`config.mk`:
```
export PLATFORM = sky130hd
export DESIGN_NAME = mc_ctrl
export DESIGN_NICKNAME = d
export VERILOG_FILES = /design/src/rtl/mc_ctrl.sv
export SDC_FILE = /design/constraint.sdc
export NUM_CORES = 1
export LEC_CHECK = 0
export BUFFER_PORTS_ARGS = -buffer_cell sky130_fd_sc_hd__buf_2
export CAP_MARGIN = 10
export CORE_MARGIN = 2
export CORE_UTILIZATION = 51
export CTS_CLUSTER_DIAMETER = 50
export DETAILED_ROUTE_END_ITERATION = 10
export GPL_TIMING_DRIVEN = 0
export PLACE_DENSITY = 0.86
export SYNTH_ARGS = -nofsm -noshare
export SYNTH_HDL_FRONTEND = slang
export SYNTH_SLANG_ARGS = --single-unit
```
`constraint.sdc`:
```
create_clock -name clk -period 2.5 [get_ports clk]
set_input_delay 0 -clock clk [delete_from_list [all_inputs] [get_ports clk]]
set_output_delay 0 -clock clk [all_outputs]
set_load 0.01 [all_outputs]
```
`src/rtl/mc_ctrl.sv`:
```
// Multi-cycle MIPS control sequencer (Moore FSM) with retire pulse and retired-instruction counter.
// Latency: lw 5 cycles; sw/R-type/addi 4; beq/j/jal 3. Outputs decode from state (pc_we also sees zero in BRANCH).
// No backpressure: advances one state per clock; rst aborts the instruction and gates all write enables.
module mc_ctrl #(
   parameter int CNT_W           = 32,
   parameter bit HALT_ON_ILLEGAL = 1'b1
) (
   input  logic             clk,
   input  logic             rst,
   input  logic [5:0]       opcode,
   input  logic [5:0]       funct,
   input  logic             zero,
   output logic             pc_we,
   output logic [1:0]       pc_src,
   output logic             iord,
   output logic             mem_we,
   output logic             ir_we,
   output logic             reg_we,
   output logic [1:0]       reg_dst,
   output logic [1:0]       wd_src,
   output logic             alu_src_a,
   output logic [1:0]       alu_src_b,
   output logic [2:0]       alu_op,
   output logic [3:0]       state,
   output logic             retire,
   output logic             illegal,
   output logic [CNT_W-1:0] retired
);

   localparam logic [3:0] S_FETCH   = 4'd0;
   localparam logic [3:0] S_DECODE  = 4'd1;
   localparam logic [3:0] S_MEMADR  = 4'd2;
   localparam logic [3:0] S_MEMRD   = 4'd3;
   localparam logic [3:0] S_MEMWB   = 4'd4;
   localparam logic [3:0] S_MEMWR   = 4'd5;
   localparam logic [3:0] S_EXEC_R  = 4'd6;
   localparam logic [3:0] S_RWB     = 4'd7;
   localparam logic [3:0] S_BRANCH  = 4'd8;
   localparam logic [3:0] S_ADDI_EX = 4'd9;
   localparam logic [3:0] S_ADDI_WB = 4'd10;
   localparam logic [3:0] S_JUMP    = 4'd11;
   localparam logic [3:0] S_JAL     = 4'd12;
   localparam logic [3:0] S_HALT    = 4'd15;

   localparam logic [5:0] OP_RTYPE = 6'b000000;
   localparam logic [5:0] OP_J     = 6'b000010;
   localparam logic [5:0] OP_JAL   = 6'b000011;
   localparam logic [5:0] OP_BEQ   = 6'b000100;
   localparam logic [5:0] OP_ADDI  = 6'b001000;
   localparam logic [5:0] OP_LW    = 6'b100011;
   localparam logic [5:0] OP_SW    = 6'b101011;

   localparam logic [2:0] ALU_ADD = 3'd0;
   localparam logic [2:0] ALU_SUB = 3'd1;
   localparam logic [2:0] ALU_AND = 3'd2;
   localparam logic [2:0] ALU_OR  = 3'd3;
   localparam logic [2:0] ALU_SLT = 3'd4;

   logic [3:0]       r_state;
   logic [3:0]       w_next;
   logic             r_illegal;
   logic [CNT_W-1:0] r_retired;
   logic             w_dec_illegal;
   logic             w_funct_ok;
   logic [2:0]       w_r_alu_op;
   logic             w_pc_we, w_mem_we, w_ir_we, w_reg_we, w_retire;

   // R-type funct decode: legality and the ALU operation it selects
   always_comb begin
      w_funct_ok = 1'b1;
      w_r_alu_op = ALU_ADD;
      case (funct)
         6'b100000: w_r_alu_op = ALU_ADD;
         6'b100010: w_r_alu_op = ALU_SUB;
         6'b100100: w_r_alu_op = ALU_AND;
         6'b100101: w_r_alu_op = ALU_OR;
         6'b101010: w_r_alu_op = ALU_SLT;
         default:   w_funct_ok = 1'b0;
      endcase
   end

   // Next-state logic; unknown instructions are caught only in DECODE
   always_comb begin
      w_next        = r_state;
      w_dec_illegal = 1'b0;
      case (r_state)
         S_FETCH: w_next = S_DECODE;
         S_DECODE: begin
            case (opcode)
               OP_LW, OP_SW: w_next = S_MEMADR;
               OP_RTYPE: begin
                  if (w_funct_ok) w_next = S_EXEC_R;
                  else            w_dec_illegal = 1'b1;
               end
               OP_BEQ:  w_next = S_BRANCH;
               OP_ADDI: w_next = S_ADDI_EX;
               OP_J:    w_next = S_JUMP;
               OP_JAL:  w_next = S_JAL;
               default: w_dec_illegal = 1'b1;
            endcase
            if (w_dec_illegal) w_next = HALT_ON_ILLEGAL ? S_HALT : S_FETCH;
         end
         S_MEMADR:  w_next = (opcode == OP_SW) ? S_MEMWR : S_MEMRD;
         S_MEMRD:   w_next = S_MEMWB;
         S_EXEC_R:  w_next = S_RWB;
         S_ADDI_EX: w_next = S_ADDI_WB;
         S_MEMWB, S_MEMWR, S_RWB, S_BRANCH,
         S_ADDI_WB, S_JUMP, S_JAL: w_next = S_FETCH;
         S_HALT:    w_next = S_HALT;
         default:   w_next = S_FETCH;   // unused encodings recover to fetch
      endcase
   end

   // Moore output decode (BRANCH additionally qualifies the PC write with zero)
   always_comb begin
      w_pc_we   = 1'b0;
      pc_src    = 2'd0;
      iord      = 1'b0;
      w_mem_we  = 1'b0;
      w_ir_we   = 1'b0;
      w_reg_we  = 1'b0;
      reg_dst   = 2'd0;
      wd_src    = 2'd0;
      alu_src_a = 1'b0;
      alu_src_b = 2'd0;
      alu_op    = ALU_ADD;
      w_retire  = 1'b0;
      case (r_state)
         S_FETCH: begin
            w_ir_we   = 1'b1;
            alu_src_b = 2'd1;
            w_pc_we   = 1'b1;
         end
         S_DECODE:  alu_src_b = 2'd3;
         S_MEMADR: begin
            alu_src_a = 1'b1;
            alu_src_b = 2'd2;
         end
         S_MEMRD:   iord = 1'b1;
         S_MEMWB: begin
            w_reg_we = 1'b1;
            wd_src   = 2'd1;
            w_retire = 1'b1;
         end
         S_MEMWR: begin
            iord     = 1'b1;
            w_mem_we = 1'b1;
            w_retire = 1'b1;
         end
         S_EXEC_R: begin
            alu_src_a = 1'b1;
            alu_op    = w_r_alu_op;
         end
         S_RWB: begin
            w_reg_we = 1'b1;
            reg_dst  = 2'd1;
            w_retire = 1'b1;
         end
         S_BRANCH: begin
            alu_src_a = 1'b1;
            alu_op    = ALU_SUB;
            pc_src    = 2'd1;
            w_pc_we   = zero;
            w_retire  = 1'b1;
         end
         S_ADDI_EX: begin
            alu_src_a = 1'b1;
            alu_src_b = 2'd2;
         end
         S_ADDI_WB: begin
            w_reg_we = 1'b1;
            w_retire = 1'b1;
         end
         S_JUMP: begin
            pc_src   = 2'd2;
            w_pc_we  = 1'b1;
            w_retire = 1'b1;
         end
         S_JAL: begin
            // r31 takes the current PC, already advanced to jal+4 in FETCH
            w_reg_we = 1'b1;
            reg_dst  = 2'd2;
            wd_src   = 2'd2;
            pc_src   = 2'd2;
            w_pc_we  = 1'b1;
            w_retire = 1'b1;
         end
         default: ;   // HALT and unused encodings: everything idle
      endcase
   end

   // Write enables are masked during reset so an aborted instruction never commits
   assign pc_we   = w_pc_we  & ~rst;
   assign mem_we  = w_mem_we & ~rst;
   assign ir_we   = w_ir_we  & ~rst;
   assign reg_we  = w_reg_we & ~rst;
   assign retire  = w_retire & ~rst;
   assign state   = r_state;
   assign illegal = r_illegal;
   assign retired = r_retired;

   // State register
   always_ff @(posedge clk or posedge rst) begin
      if (rst) r_state <= S_FETCH;
      else     r_state <= w_next;
   end

   // Sticky illegal-instruction flag, cleared only by reset
   always_ff @(posedge clk or posedge rst) begin
      if (rst)                                      r_illegal <= 1'b0;
      else if (r_state == S_DECODE && w_dec_illegal) r_illegal <= 1'b1;
   end

   // Retired-instruction counter, wraps naturally
   always_ff @(posedge clk or posedge rst) begin
      if (rst)           r_retired <= '0;
      else if (w_retire) r_retired <= r_retired + CNT_W'(1);
   end

endmodule

```
Yosys cells after proc, flatten, opt, wreduce, memory -nomap -nowiden:

Index checks and enable logic that the tools add are counted.

* bits in registers: 37

* add/sub/neg operators: 1
* equality and inequality tests: 26
* muxes and demuxes: 23
* bitwise operators: 6
* reductions and logical operators: 14

Operators by type and width (number)
* $eq A6 B6 Y1 const B: 7
* $add A32 B1 Y32 const B: 1
* $pmux W4 S7: 1
* $eq A4 B4 Y1 const B: 6
* $pmux W4 S6: 1
* $eq A4 B3 Y1 const B: 4
* $eq A6 B2 Y1 const B: 2
* $pmux W2 S2: 3
* $pmux W3 S4: 1
* $mux W1: 10
* $eq A4 B2 Y1 const B: 2
* $mux W4: 2
* $ne A8 B1 Y1 const B: 1
* $reduce_or A2 Y1: 4
* $reduce_or A4 Y1: 2
* $reduce_or A7 Y1: 1
* $eq A6 B3 Y1 const B: 1
* $eq A6 B4 Y1 const B: 1
* $logic_not A6 Y1: 1
* $pmux W2 S3: 1
* $pmux W3 S2: 1
* $reduce_or A6 Y1: 1
* $and A1 B1 Y1: 5
* $reduce_or A5 Y1: 1
* 9 further kinds: 10

Depth between registers and ports, before layout:

* depth in word-level cells: 8
* mapped depth: 7
* gate-level depth less buffers: 5

Worst setup path before layout:

Ideal clock, no wire load.

* path kind: flip-flop to flip-flop
* from: register r_retired[4], in the netlist retired[4]
* to: register r_retired[28], in the netlist retired[28]
* arrival time: 1.850 ns
* data required time: 2.375 ns
* slack: 0.525 ns
* stages on the path, launching flop included: 6
* buffers on the path: 0
* period minus slack after synthesis: 1.975 ns
* path through: dfrtp_1 -> nand4_2 -> or4_4 -> nor4b_4 -> nand4_1 -> xnor2_1

* word-level cells in the longest chain between the ends: 1

Ends and longest elaborated chain
* start, declared: RTL line 62 `logic [CNT_W-1:0] r_retired;`
* start signal, assigned: RTL line 217 `else if (w_retire) r_retired <= r_retired + CNT_W'(1);`
* $add A32 B1 Y32: RTL line 217

Every way passes these cells.
A chain may end at the register's enable or synchronous reset.

Worst setup path in the final report:

* from: register r_retired[4], in the netlist retired[4]
* to: register r_retired[25], in the netlist retired[25]

The elaborated chain is that of the path after synthesis.

==> impl_metrics.tcl <==
set metrics [dict create \
    status "completed" \
    via_per_inst 5.457 \
    seq_area_frac_synth 0.4290 \
    yosys_warnings 0 \
    n_fill_cell 359 \
    place_hpwl_um 3772 \
    max_slew_margin 0.3684 \
    vias 1981 \
    drtPass1Iterations 4 \
    rr_endpoint "retired[25]" \
    grtUsageTotal 0.2235 \
    fmax_mhz 454.6 \
    tightest_slew_ps 946.3 \
    place.gp.congestion 0.9262 \
    grt_pass1_wl_um 8714 \
    period_share 0.8798 \
    hp-class "in -> reg" \
    critPathMaxFanout 8 \
    drc_errors 0 \
    critPathArrivalTime_ps 2370 \
    multiInputGateArea_sq_um 1155 \
    path_clk_slew_ps 70 \
    endpoint_kind "flip-flop" \
    synth_top_area_share 0.4290 \
    reg2reg_from "retired[4]" \
    leakage_nw 1.276 \
    initial_core_util 0.5357 \
    r2r_slack_ps 300 \
    finalHoldViolCount 0 \
    syn2layout_area_growth_pct 24.12 \
    rsz0062_at_grt "no" \
    clk_path_buf_depth 2 \
    synth_area_leaders "dfrtp_1 (43%), xnor2_1 (11%), nand3_1 (4.2%)" \
    ys.flop_type "dfrtp_1" \
    avgSynthCellArea_sq_um 9.184 \
    rr_worst_depth 5 \
    critPathLaunchType "flip-flop" \
    cts_tree "done" \
    die_w_um 69.06 \
    maxCapViolCount 0 \
    ios 70 \
    skew_ps 1.929 \
    numCtsBuffers 5 \
    finalSetupViolCount 0 \
    wl_um 5127 \
    nets 328 \
    power_mw 2.219 \
    synthCells 235 \
    ant_nets 0 \
    drive_above_1_share 0.2812 \
    ys_ff_latch 37 \
    cts_root_buf "clkbuf_8" \
    drt_iter0_drc 83 \
    netlist_area_sq_um 2158 \
    ir_drop_uv 605.1 \
    ff_latch_area_sq_um 925.9 \
    portBuffers 68 \
    synth_nets 251 \
    core_area_sq_um 4029 \
    ys_async_sr_fraction 1.000 \
    synth_top_area_cell "dfrtp_1" \
    power.density_nw_per_um2 828.4 \
    layout_min_cycle_time_ps 2200 \
    synth_edf_count 0 \
    wl_per_cell_um 14.12 \
    worstSkewPairLatency_ps 290 \
    hold_end "state[0]" \
    ys_types 43 \
    htreeDepth 2 \
    grt_pass1_vias 1837 \
    hold_path_depth 4 \
    grt_antenna_before_repair 0 \
    place_area_sq_um 2589 \
    row_count 23 \
    final-instance-count-excl-fill 363 \
    n_antenna_cell 0 \
    die_height_um 69.06 \
    grt_max_degree 24 \
    critPathKind "reg -> reg" \
    clkSinkCount 37 \
    min_from "opcode[0]" \
    dpl.cell_count 354 \
    required_ps 2680 \
    drv_slew 0 \
    die_area_sq_um 4769 \
    grt_overflow_total 0 \
    final_area_sq_um 2679 \
    finalSetupTns_ps 0 \
]
## cell type report
class / instances / area share
Buffer: 10 / 0.02195
Inverter: 5 / 0.007006
Tap cell: 50 / 0.02335
Multi-Input combinational cell: 183 / 0.4311
Timing Repair Buffer: 70 / 0.1411
Sequential cell: 37 / 0.3456
Clock buffer: 8 / 0.02989
## report_power, final
part           total (mW)  internal (mW)  switching [mW]
Sequential          0.784          0.684           0.100
Clock               0.403          0.198           0.205
Combinational        1.03          0.412           0.620
Total                2.22           1.29           0.925
## registers in the layout, summed over array words and instances, names as in the netlist
register / cells
illegal: 1
retired: 32
state: 4
## Yosys cell counts (2+ instances only)
| cell type | count |
|---|---|
| xor2_1 | 7 |
| nor4_1 | 2 |
| dfrtp_1 | 37 |
| o21ai_0 | 7 |
| clkbuf_1 | 7 |
| nor3_1 | 12 |
| or3_1 | 4 |
| and4_1 | 2 |
| nor2b_1 | 2 |
| a21oi_1 | 10 |
| or2_2 | 3 |
| inv_1 | 5 |
| and3_1 | 2 |
| nand2_1 | 23 |
| clkbuf_8 | 2 |
| o21a_1 | 2 |
| nand3_1 | 18 |
| nand2b_1 | 8 |
| nand4_1 | 9 |
| nor2_1 | 24 |
| xnor2_1 | 27 |
## per-stage QoR
| step | worst slack [ps] | utilization | hold slack, ps |
|---|---|---|---|
| after floorplan | 525.1 | - | 47.53 |
| after global placement | 355.1 | 0.6357 | 318.6 |
| after detailed placement | 291.6 | 0.6425 | 309.9 |
| after CTS | 279.6 | 0.6649 | 67.84 |
| after global routing | 124.9 | 0.6649 | 112.3 |
| final | 300.4 | 0.6649 | 80.66 |
## what timing repair did
item	4_1_cts	5_1_grt
setup buffers	0	0
endpoints found under the setup margin	0	0
gates resized for setup	0	0
hold buffers	1	0
hold endpoints to repair	22	0
## critical path, cell delays in order, from the launching register on
cell and delay [ps]:
dfrtp_1 460, nand4_2 190, or4_4 590, nor4_4 490
nand4_1 180, xnor2_1 170
## cells by family after synthesis
logic type | count (synthesis) | share of synthesized area
AOI/OAI and AO/OA | 28 | 0.08407
xor gates and xnor gates | 34 | 0.1380
adders and majority gates | 1 | 0.005796
buffers and inverters | 15 | 0.03594
DFF | 37 | 0.4290
muxes | 1 | 0.005217
and+or+nand+nor | 119 | 0.3020
## worst max path at each step
stage          cells past startpoint           to       start
6_report                           5  retired[25]  retired[4]
5_1_grt                            5  retired[22]  retired[4]
4_1_cts                            5  retired[22]  retired[4]
3_5_place_dp                       5  retired[25]  retired[4]
3_3_place_gp                       5  retired[28]  retired[4]
2_1_floorplan                      5  retired[28]  retired[4]
## cell usage in the layout (no fill, tap or decap), types with 4 or more instances in the layout
cell      count
dfrtp_1      37
nand4_1       9
nand2_1      23
xnor2_1      27
nor2_1       24
buf_2        69
nand3_1      18
a21oi_1      10
nor3_1       12
o21ai_0       7
clkbuf_8      7
inv_1         5
nand2b_1      8
or3_1         4
clkbuf_1     10
xor2_1        7
## per-layer routing
metal	vias to the layer above	wire length, um	global-route usage
met5	-	0	0
met4	0	74	0.09586
met3	8	289	0.04825
met2	59	2519	0.3643
met1	946	2243	0.2865
li1	968	-	-
(Power assumes the default switching activity.)
